### config.mk
export PLATFORM = sky130hd
export DESIGN_NAME = sdram_line_master_flat
export DESIGN_NICKNAME = d
export VERILOG_FILES = /design/src/rtl/sdram_pkg.sv /design/src/rtl/sdram_line_master_if.sv /design/src/rtl/sdram_line_master.sv /design/src/flat_wrapper.sv
export SDC_FILE = /design/constraint.sdc
export NUM_CORES = 1
export LEC_CHECK = 0
export CAP_MARGIN = 0
export CORE_MARGIN = 4
export CORE_UTILIZATION = 52
export CTS_CLUSTER_DIAMETER = 80
export DETAILED_ROUTE_END_ITERATION = 6
export PLACE_DENSITY_LB_ADDON = 0.12
export SETUP_SLACK_MARGIN = 0.05
export SYNTH_ARGS = -nofsm -noshare
export SYNTH_HDL_FRONTEND = slang
export SYNTH_SLANG_ARGS = --single-unit
export TNS_END_PERCENT = 5
### constraint.sdc
create_clock -name clk -period 22.2 [get_ports clk]
set_input_delay 4.44 -clock clk [delete_from_list [all_inputs] [get_ports clk]]
set_output_delay 4.44 -clock clk [all_outputs]
set_load 0.05 [all_outputs]
### src/rtl/sdram_pkg.sv
// sdram_pkg: shared constants, FSM state type, latched command type and
// the address-alignment helper used by sdram_line_master.
package sdram_pkg;

  localparam int SDRAM_ADDR_W = 25;
  localparam int SDRAM_DATA_W = 32;

  typedef enum logic [1:0] {
    IDLE = 2'd0,
    REQ  = 2'd1,
    XFER = 2'd2,
    DONE = 2'd3
  } state_t;

  typedef struct packed {
    logic                    wr;
    logic                    line;
    logic [SDRAM_ADDR_W-1:0] addr;
    logic [3:0]              be;
  } sdram_cmd_t;

  // Clear the low_bits least significant bits of a byte address.
  function automatic logic [SDRAM_ADDR_W-1:0] align_addr(
    input logic [SDRAM_ADDR_W-1:0] addr,
    input int unsigned             low_bits
  );
    logic [SDRAM_ADDR_W-1:0] mask;
    mask = ~((SDRAM_ADDR_W'(1) << low_bits) - SDRAM_ADDR_W'(1));
    return addr & mask;
  endfunction

endpackage

### src/rtl/sdram_line_master_if.sv
// sdram_line_master_if: one requester port of the SDRAM x2 controller.
// The master modport is the line master, the slave modport is the controller.
interface sdram_line_master_if;
  import sdram_pkg::*;

  logic                    sd_req;
  logic                    sd_ack;
  logic                    sd_wr;
  logic [SDRAM_ADDR_W-1:0] sd_addr;
  logic [SDRAM_DATA_W-1:0] sd_din;
  logic [SDRAM_DATA_W-1:0] sd_dout;
  logic [3:0]              sd_be;
  logic [3:0]              sd_burst_cnt;
  logic                    sd_ready;
  logic                    sd_burst_done;

  modport master (
    output sd_req, sd_wr, sd_addr, sd_din, sd_be, sd_burst_cnt,
    input  sd_ack, sd_ready, sd_dout, sd_burst_done
  );

  modport slave (
    input  sd_req, sd_wr, sd_addr, sd_din, sd_be, sd_burst_cnt,
    output sd_ack, sd_ready, sd_dout, sd_burst_done
  );

endinterface

### src/rtl/sdram_line_master.sv
// sdram_line_master: turns a single-cycle cache command (line fill, line
// writeback or one masked word) into the SDRAM port handshake, streams the
// burst words and returns one done pulse with the whole line.
// Optional build macro SDRAM_LINE_MASTER_TIMEOUT_EN: abort a transfer that
// makes no progress for TIMEOUT_CYCLES clocks (done with err=1).
module sdram_line_master
  import sdram_pkg::*;
#(
  parameter int LINE_WORDS     = 4,
  parameter int TIMEOUT_CYCLES = 1023
) (
  input  logic                               clk,
  input  logic                               reset,
  input  logic                               cmd_valid,
  output logic                               cmd_ready,
  input  logic                               cmd_wr,
  input  logic                               cmd_line,
  input  logic [SDRAM_ADDR_W-1:0]            cmd_addr,
  input  logic [3:0]                         cmd_be,
  input  logic [LINE_WORDS*SDRAM_DATA_W-1:0] cmd_wdata,
  output logic                               done,
  output logic                               err,
  output logic [LINE_WORDS*SDRAM_DATA_W-1:0] rdata,
  sdram_line_master_if.master                sd
);

  // Byte offset bits covered by one line, and word index width.
  localparam int OFS_W = $clog2(LINE_WORDS * 4);
  localparam int IDX_W = (LINE_WORDS > 1) ? $clog2(LINE_WORDS) : 1;

  // Parameter sanity: burst counter is 4 bits, timeout needs at least one cycle.
  if (LINE_WORDS < 1 || LINE_WORDS > 8 || TIMEOUT_CYCLES < 1) begin : g_bad_config
  end

  state_t                                   state_r;
  logic [3:0]                               cnt_r;
  logic                                     wr_r;
  logic                                     ovf_r;
  logic [LINE_WORDS-1:0][SDRAM_DATA_W-1:0]  wdata_r;
  logic [LINE_WORDS-1:0][SDRAM_DATA_W-1:0]  rdata_r;

  sdram_cmd_t cmd_s;
  logic       take_s;
  logic [3:0] cnt_nxt_s;
  logic [3:0] nxt_idx_s;
  logic       ovf_nxt_s;
  logic       tmo_hit_s;

  assign rdata = rdata_r;

  // Beat bookkeeping: a ready counts only while the burst still has room.
  always_comb begin
    cmd_s.wr   = cmd_wr;
    cmd_s.line = cmd_line;
    cmd_s.addr = cmd_addr;
    cmd_s.be   = cmd_be;
    take_s     = 1'b0;
    if (state_r == XFER && sd.sd_ready && (cnt_r < sd.sd_burst_cnt)) begin
      take_s = 1'b1;
    end else begin
      take_s = 1'b0;
    end
    cnt_nxt_s = cnt_r + {3'b000, take_s};
    nxt_idx_s = cnt_r + 4'd1;
    ovf_nxt_s = ovf_r | ((state_r == XFER) & sd.sd_ready & ~take_s);
  end

`ifdef SDRAM_LINE_MASTER_TIMEOUT_EN
  localparam int TMO_W = $clog2(TIMEOUT_CYCLES + 1);

  logic [TMO_W-1:0] tmo_r;

  assign tmo_hit_s = ((state_r == REQ) || (state_r == XFER)) &&
                     (tmo_r == TMO_W'(TIMEOUT_CYCLES - 1));

  // Stall counter: runs while waiting on the controller, cleared on progress.
  always_ff @(posedge clk or posedge reset) begin
    if (reset) begin
      tmo_r <= '0;
    end else begin
      case (state_r)
        REQ: begin
          if (sd.sd_ack || tmo_hit_s) tmo_r <= '0;
          else                        tmo_r <= tmo_r + TMO_W'(1);
        end
        XFER: begin
          if (sd.sd_ready || sd.sd_burst_done || tmo_hit_s) tmo_r <= '0;
          else                                              tmo_r <= tmo_r + TMO_W'(1);
        end
        default: tmo_r <= '0;
      endcase
    end
  end
`else
  assign tmo_hit_s = 1'b0;
`endif

  // Main FSM: IDLE -> REQ -> XFER -> DONE -> IDLE, all outputs registered.
  always_ff @(posedge clk or posedge reset) begin
    if (reset) begin
      state_r         <= IDLE;
      cmd_ready       <= 1'b1;
      done            <= 1'b0;
      err             <= 1'b0;
      rdata_r         <= '0;
      wdata_r         <= '0;
      cnt_r           <= 4'd0;
      wr_r            <= 1'b0;
      ovf_r           <= 1'b0;
      sd.sd_req       <= 1'b0;
      sd.sd_wr        <= 1'b0;
      sd.sd_addr      <= '0;
      sd.sd_din       <= '0;
      sd.sd_be        <= 4'h0;
      sd.sd_burst_cnt <= 4'd0;
    end else begin
      case (state_r)
        IDLE: begin
          done <= 1'b0;
          err  <= 1'b0;
          if (cmd_valid) begin
            state_r         <= REQ;
            cmd_ready       <= 1'b0;
            wr_r            <= cmd_s.wr;
            wdata_r         <= cmd_wdata;
            rdata_r         <= '0;
            cnt_r           <= 4'd0;
            ovf_r           <= 1'b0;
            sd.sd_req       <= 1'b1;
            sd.sd_wr        <= cmd_s.wr;
            sd.sd_addr      <= cmd_s.line ? align_addr(cmd_s.addr, OFS_W)
                                          : align_addr(cmd_s.addr, 2);
            sd.sd_burst_cnt <= cmd_s.line ? 4'(LINE_WORDS) : 4'd1;
            sd.sd_be        <= (cmd_s.wr && !cmd_s.line) ? cmd_s.be : 4'hF;
            sd.sd_din       <= cmd_wdata[SDRAM_DATA_W-1:0];
          end else begin
            cmd_ready <= 1'b1;
          end
        end
        REQ: begin
          if (sd.sd_ack) begin
            sd.sd_req <= 1'b0;
            state_r   <= XFER;
          end else if (tmo_hit_s) begin
            sd.sd_req <= 1'b0;
            state_r   <= DONE;
            done      <= 1'b1;
            err       <= 1'b1;
          end else begin
            sd.sd_req <= 1'b1;
          end
        end
        XFER: begin
          if (take_s) begin
            cnt_r <= cnt_nxt_s;
            if (wr_r) begin
              // The controller consumed sd_din; present the next word.
              if (nxt_idx_s < 4'(LINE_WORDS)) begin
                sd.sd_din <= wdata_r[nxt_idx_s[IDX_W-1:0]];
              end
            end else begin
              rdata_r[cnt_r[IDX_W-1:0]] <= sd.sd_dout;
            end
          end
          ovf_r <= ovf_nxt_s;
          // A ready coinciding with burst_done is already in cnt_nxt_s.
          if (sd.sd_burst_done) begin
            state_r <= DONE;
            done    <= 1'b1;
            err     <= ovf_nxt_s | (cnt_nxt_s != sd.sd_burst_cnt);
          end else if (tmo_hit_s) begin
            state_r <= DONE;
            done    <= 1'b1;
            err     <= 1'b1;
          end
        end
        DONE: begin
          done      <= 1'b0;
          err       <= 1'b0;
          cmd_ready <= 1'b1;
          state_r   <= IDLE;
        end
        default: begin
          state_r   <= IDLE;
          cmd_ready <= 1'b1;
          done      <= 1'b0;
          err       <= 1'b0;
          sd.sd_req <= 1'b0;
        end
      endcase
    end
  end

endmodule

### src/flat_wrapper.sv
// flat-port wrapper written by rule: the top's interface ports become plain ports
module sdram_line_master_flat import sdram_pkg::*;
#(
  parameter int LINE_WORDS     = 4,
  parameter int TIMEOUT_CYCLES = 1023
)
  (clk, reset, cmd_valid, cmd_ready, cmd_wr, cmd_line, cmd_addr, cmd_be, cmd_wdata, done, err, rdata, sd_sd_req, sd_sd_wr, sd_sd_addr, sd_sd_din, sd_sd_be, sd_sd_burst_cnt, sd_sd_ack, sd_sd_ready, sd_sd_dout, sd_sd_burst_done);
  sdram_line_master_if sd_i ();
  input  logic clk;
  input  logic reset;
  input  logic cmd_valid;
  output logic cmd_ready;
  input  logic cmd_wr;
  input  logic cmd_line;
  input  logic [SDRAM_ADDR_W-1:0] cmd_addr;
  input  logic [3:0] cmd_be;
  input  logic [LINE_WORDS*SDRAM_DATA_W-1:0] cmd_wdata;
  output logic done;
  output logic err;
  output logic [LINE_WORDS*SDRAM_DATA_W-1:0] rdata;
  output wire logic [$bits(sd_i.sd_req)-1:0] sd_sd_req;
  output wire logic [$bits(sd_i.sd_wr)-1:0] sd_sd_wr;
  output wire logic [$bits(sd_i.sd_addr)-1:0] sd_sd_addr;
  output wire logic [$bits(sd_i.sd_din)-1:0] sd_sd_din;
  output wire logic [$bits(sd_i.sd_be)-1:0] sd_sd_be;
  output wire logic [$bits(sd_i.sd_burst_cnt)-1:0] sd_sd_burst_cnt;
  input wire logic [$bits(sd_i.sd_ack)-1:0] sd_sd_ack;
  input wire logic [$bits(sd_i.sd_ready)-1:0] sd_sd_ready;
  input wire logic [$bits(sd_i.sd_dout)-1:0] sd_sd_dout;
  input wire logic [$bits(sd_i.sd_burst_done)-1:0] sd_sd_burst_done;
  assign sd_sd_req = sd_i.sd_req;
  assign sd_sd_wr = sd_i.sd_wr;
  assign sd_sd_addr = sd_i.sd_addr;
  assign sd_sd_din = sd_i.sd_din;
  assign sd_sd_be = sd_i.sd_be;
  assign sd_sd_burst_cnt = sd_i.sd_burst_cnt;
  assign sd_i.sd_ack = sd_sd_ack;
  assign sd_i.sd_ready = sd_sd_ready;
  assign sd_i.sd_dout = sd_sd_dout;
  assign sd_i.sd_burst_done = sd_sd_burst_done;
  sdram_line_master #(.LINE_WORDS(LINE_WORDS), .TIMEOUT_CYCLES(TIMEOUT_CYCLES)) u_core (.clk(clk), .reset(reset), .cmd_valid(cmd_valid), .cmd_ready(cmd_ready), .cmd_wr(cmd_wr), .cmd_line(cmd_line), .cmd_addr(cmd_addr), .cmd_be(cmd_be), .cmd_wdata(cmd_wdata), .done(done), .err(err), .rdata(rdata), .sd(sd_i));
endmodule
### Word-level counts from Yosys, hierarchy flattened

Cells that the tools add are included.

| storage, ports and cells | value |
|---|---|
| input bits | 197 |
| word-level logic and storage cells | 98 |
| bits in registers | 333 |

| cells by class | value |
|---|---|
| reduce and logical (&&, ||, !) cells | 18 |
| eq/ne operators | 11 |
| order comparisons | 5 |
| mux-type cells | 36 |
| bitwise gates (word level) | 6 |
| add/subtract/negate cells | 2 |

Operator list:

| cell | count |
|---|---|
| $mux 128 | 3 |
| $pmux 128 s2 | 1 |
| $mux 32 | 6 |
| $bwmux 128 | 1 |
| $bmux 32 s2 | 1 |
| $demux 32 s2 | 1 |
| $pmux 32 s2 | 1 |
| $mux 4 | 4 |
| $ne 2x2->1 const B | 5 |
| $pmux 1 s2 | 5 |
| $pmux 2 s4 | 1 |
| $pmux 4 s2 | 1 |
| $reduce_and 2->1 | 4 |
| $mux 1 | 7 |
| $lt 2x3->1 const B | 2 |
| $mux 2 | 3 |
| $reduce_and 3->1 | 2 |
| $reduce_bool 2->1 | 3 |
| $reduce_and 5->1 | 1 |
| $add 4x1->4 | 1 |
| $add 4x1->4 const B | 1 |
| $eq 2x2->1 const B | 2 |
| $logic_and 1x1->1 | 4 |
| $lt 4x3->1 const B | 1 |
| other kinds (13) | 17 |

### Depth between registers and ports, before layout

| logic depth | value |
|---|---|
| depth after elaboration | 10 |
| gate-level depth with buffers | 12 |
| depth with buffers taken out | 11 |

### Worst setup path before layout

Ideal clock, no wire load.

| timing path | value |
|---|---|
| path kind | in2reg |
| start point | in cmd_valid |
| end point | reg u_core.sd.sd_din[0] |
| data arrival time | 5846 ps |
| data required time | 22075 ps |
| stages | 6 |
| path slack | 16230 ps |
| cells stage by stage | and2_1 > clkbuf_1 > a21oi_2 > a221oi_2 > buf_2 > mux2_2 |

| on the way | value |
|---|---|
| word-level cells in the longest chain between the ends | 2 |

RTL lines:

| element | RTL line | text |
|---|---|---|
| start, declared | flat_wrapper.sv:11 | `input logic cmd_valid;` |
| $ne 2x2->1 (no source line) | -- |  |
| $reduce_and 5->1 (no source line) | -- |  |
| end signal, assigned | sdram_line_master.sv:135 | `sd.sd_din <= cmd_wdata[SDRAM_DATA_W-1:0];` |
| end signal, assigned | sdram_line_master.sv:159 | `sd.sd_din <= wdata_r[nxt_idx_s[IDX_W-1:0]];` |
| end, declared | sdram_line_master_if.sv:18 | `output sd_req, sd_wr, sd_addr, sd_din, sd_be, sd_burst_cnt,` |

Every way passes these cells.
A chain may end at the register's enable or synchronous reset.

### Worst setup path after layout

| timing path | value |
|---|---|
| start point | in cmd_valid |
| end point | reg u_core.rdata_r, in the netlist u_core.rdata[54] |

| on the way | value |
|---|---|
| word-level cells in the longest chain between the ends | 2 |

RTL lines:

| element | RTL line | text |
|---|---|---|
| $ne 2x2->1 (no source line) | -- |  |
| $reduce_and 4->1 (no source line) | -- |  |
| end signal, assigned by index | sdram_line_master.sv:162 | `rdata_r[cnt_r[IDX_W-1:0]] <= sd.sd_dout;` |
| end, declared | sdram_line_master.sv:40 | `logic [LINE_WORDS-1:0][SDRAM_DATA_W-1:0] rdata_r;` |

Every way passes these cells.

==> metrics.txt <==
fin crit period 6.87 ns; routability cong. 0.827; final max-slew violation count 0; total track usage 25.7%; clk root buf clkbuf_16; post-synthesis cell area 13800 um2; crit end category flop; first-pass GRT wire length 59700 um; crit path cell chain clkdlybuf4s50_1, and2_4, a21oi_2, nor4b_4, buf_4, a22o_1; fmax 0.146 GHz; cell taking the most area after synthesis dfrtp_1; remaining antenna violation count 0; port bufs 388; crit-path max cell delay 0.68 ns; Setup crit start kind input port; via count 10517; crit path buf inv count 2; WL final 38200 um; Worst Path Required 22.65 ns; Worst Hold Class reg -> reg; Final Hold Vio Count 0; cts hold-fix bufs 0; initial antenna violation count 4; FF+latch count, synth 329; fraction of layout cells with a size suffix above 1 11.2%; proportion of netlist area held by the largest area contributor 59.6%; hpwl dp 25400 um; most common cell in the netlist nand2_1; setup repair bufs after CTS 0; Fillers 1878; drt pass-1 iters 5; final setup fails 0; Worst-Margin Slew 1.12 ns; Starting Density 52.8%; largest net degree at the start of global routing 121; Main synth FF type dfrtp_1; Die W 171 um; CTS Sinks 329; status finished clean; drc violations 0; routed vias/inst 5.47; CTS Buf Count 36; Final TNS setup 0 ns; syn_area_per_cell 11.5 um2; clk_lat worst skew 0.51 ns; commonest cells in the synthesized netlist nand2_1 (464), dfrtp_1 (328), a22o_1 (128); # Max-Cap Violations 0; CP arrival 7.32 ns; Iter 0 DRT Violations 661; CTS H-tree lvls 2; Worst Skew 0.0189 ns; top cells by area, synth dfrtp_1 (60%), nand2_1 (13%), a22o_1 (8.1%); pwr dens 139 nW/um2; Final Cycle Share 31.0%; peak supply drop 0.105 mV; total power 2.64 mW; total grt overflow 0; num rows 59; Yosys cell types 47; Placeable Area 26100 um2; CTS max path bufs 3; Reg clk slew, reported paths 0.06 ns; CP max FO 61; P_leak 8.84 nW; Area growth syn-to-layout 37.7%; Boundary Pins 395; # nets final 1771; sequential-to-total area share from yosys stat 59.8%; share of synthesized flip-flops with an asynchronous set or reset 100%; wire length per cell 19.9 um; yosys synthesis warning count 0; kind of critical path in -> reg; chip height 171 um; post-CTS sizing 0; CTS tree built; vias in the first global route 10852; EDFF count, synth 0; crit path max-delay cell type nor4b_4; Mapped Cells 1198; unrepaired setup endpoints after global routing false; Top delay family on crit path simple AND/OR/NAND/NOR gates; Die Area 29100 um2; Relative slew margins 25.2%
cells by family (layout without fill, tap and decap cells):
family / Yosys count / after routing / share of synthesized area [%]
fa+ha+maj: 12 / 12 / 1.09
other cells: 1 / 7 / 0.0272
buf+inv: 94 / 476 / 3.44
compound gates: 165 / 165 / 10.2
flops: 329 / 329 / 59.8
simple gates: 493 / 493 / 14.4
mux: 100 / 100 / 10.8
xor+xnor: 4 / 4 / 0.255
state kept, by name, indices dropped and copies added (netlist names):
name                    flops
u_core.cnt_r                4
u_core.err                  1
u_core.sd.sd_din           32
u_core.sd.sd_wr             1
u_core.rdata              128
u_core.sd.sd_req            1
u_core.sd.sd_burst_cnt      2
u_core.cmd_ready            1
u_core.sd.sd_be             4
u_core.wdata_r            128
u_core.done                 1
u_core.state_r              2
u_core.sd.sd_addr          23
u_core.ovf_r                1
through the flow:
| stage | utilization [%] | worst slack (ns) | hold WS [ns] | std cells | cell area [um2] |
|---|---|---|---|---|---|
| floorplan | - | 8.65 | 0.440 | 1201 | 13800 |
| global placement | 68.4 | 14.79 | 0.452 | 1859 | 17800 |
| detailed placement | 68.4 | 14.79 | 0.457 | 1859 | 17800 |
| CTS | 72.7 | 15.33 | 0.470 | 1918 | 19000 |
| global route | 72.8 | 15.09 | 0.479 | 1921 | 19000 |
| finish | 72.8 | 15.33 | 0.471 | 1921 | 19000 |
cell type report:
cell class	count	area (um2)	area share [%]
antenna	3	7.51	0.0396
inverter	13	56.3	0.297
sequential	329	8240	43.4
multi-input combinational	778	5100	26.9
clock buffer	56	1110	5.85
tap	335	419	2.21
clock inverter	3	28.8	0.152
timing repair buffer	404	4000	21.1
path summary, 6_finish.rpt:
path	startpoint	end	slack, ns	cells after the start
min reg2reg	u_core.wdata_r[44]	u_core.wdata_r[44]	0.47	2
max	cmd_valid	u_core.rdata[54]	15.33	6
max reg2reg	u_core.cnt_r[0]	u_core.sd.sd_din[18]	18.68	6
max in group asynchronous	reset	u_core.cnt_r[0]	16.19	3
min in group asynchronous	reset	u_core.sd.sd_addr[3]	4.50	2
min	u_core.wdata_r[44]	u_core.wdata_r[44]	0.47	2
layer usage:
| layer | global-route usage (%) | up-vias | routed length, um |
|---|---|---|---|
| li1 | - | 4809 | - |
| met1 | 33.0 | 5258 | 15200 |
| met2 | 41.8 | 366 | 18300 |
| met3 | 7.02 | 84 | 3170 |
| met4 | 10.3 | 0 | 1580 |
| met5 | 0 | - | 0 |
placed cells by master, fill, tap and decap left out, types with 3 or more instances in the layout:
cell,instances
nand3_1,3
a21o_1,5
clkdlybuf4s50_1,388
dfrtp_1,327
ha_1,10
xnor2_1,3
conb_1,4
nor2_1,5
o21ai_0,9
clkbuf_8,9
mux4_2,32
nor3b_1,3
nand2_1,463
clkbuf_16,38
a2111o_1,3
a21oi_1,4
buf_4,16
a22o_1,128
diode_2,3
nor4b_4,3
inv_1,12
mux2_2,64
nor2b_1,4
nand3b_1,4
clkbuf_1,9
o22a_1,4
worst register-to-register path, cell delays in order (launching register included):
cell	delay [ns]
dfrtp_2	1.08
inv_1	0.22
ha_2	0.38
buf_4	0.56
mux4_2	0.61
mux2_2	0.28
mux2_1	0.29
power breakdown:
group	internal (mW)	switching, mW
registers	0.795	0.122
logic	0.452	0.696
clock network	0.342	0.231
total	1.59	1.05
Power figures use the tool's default switching activity.
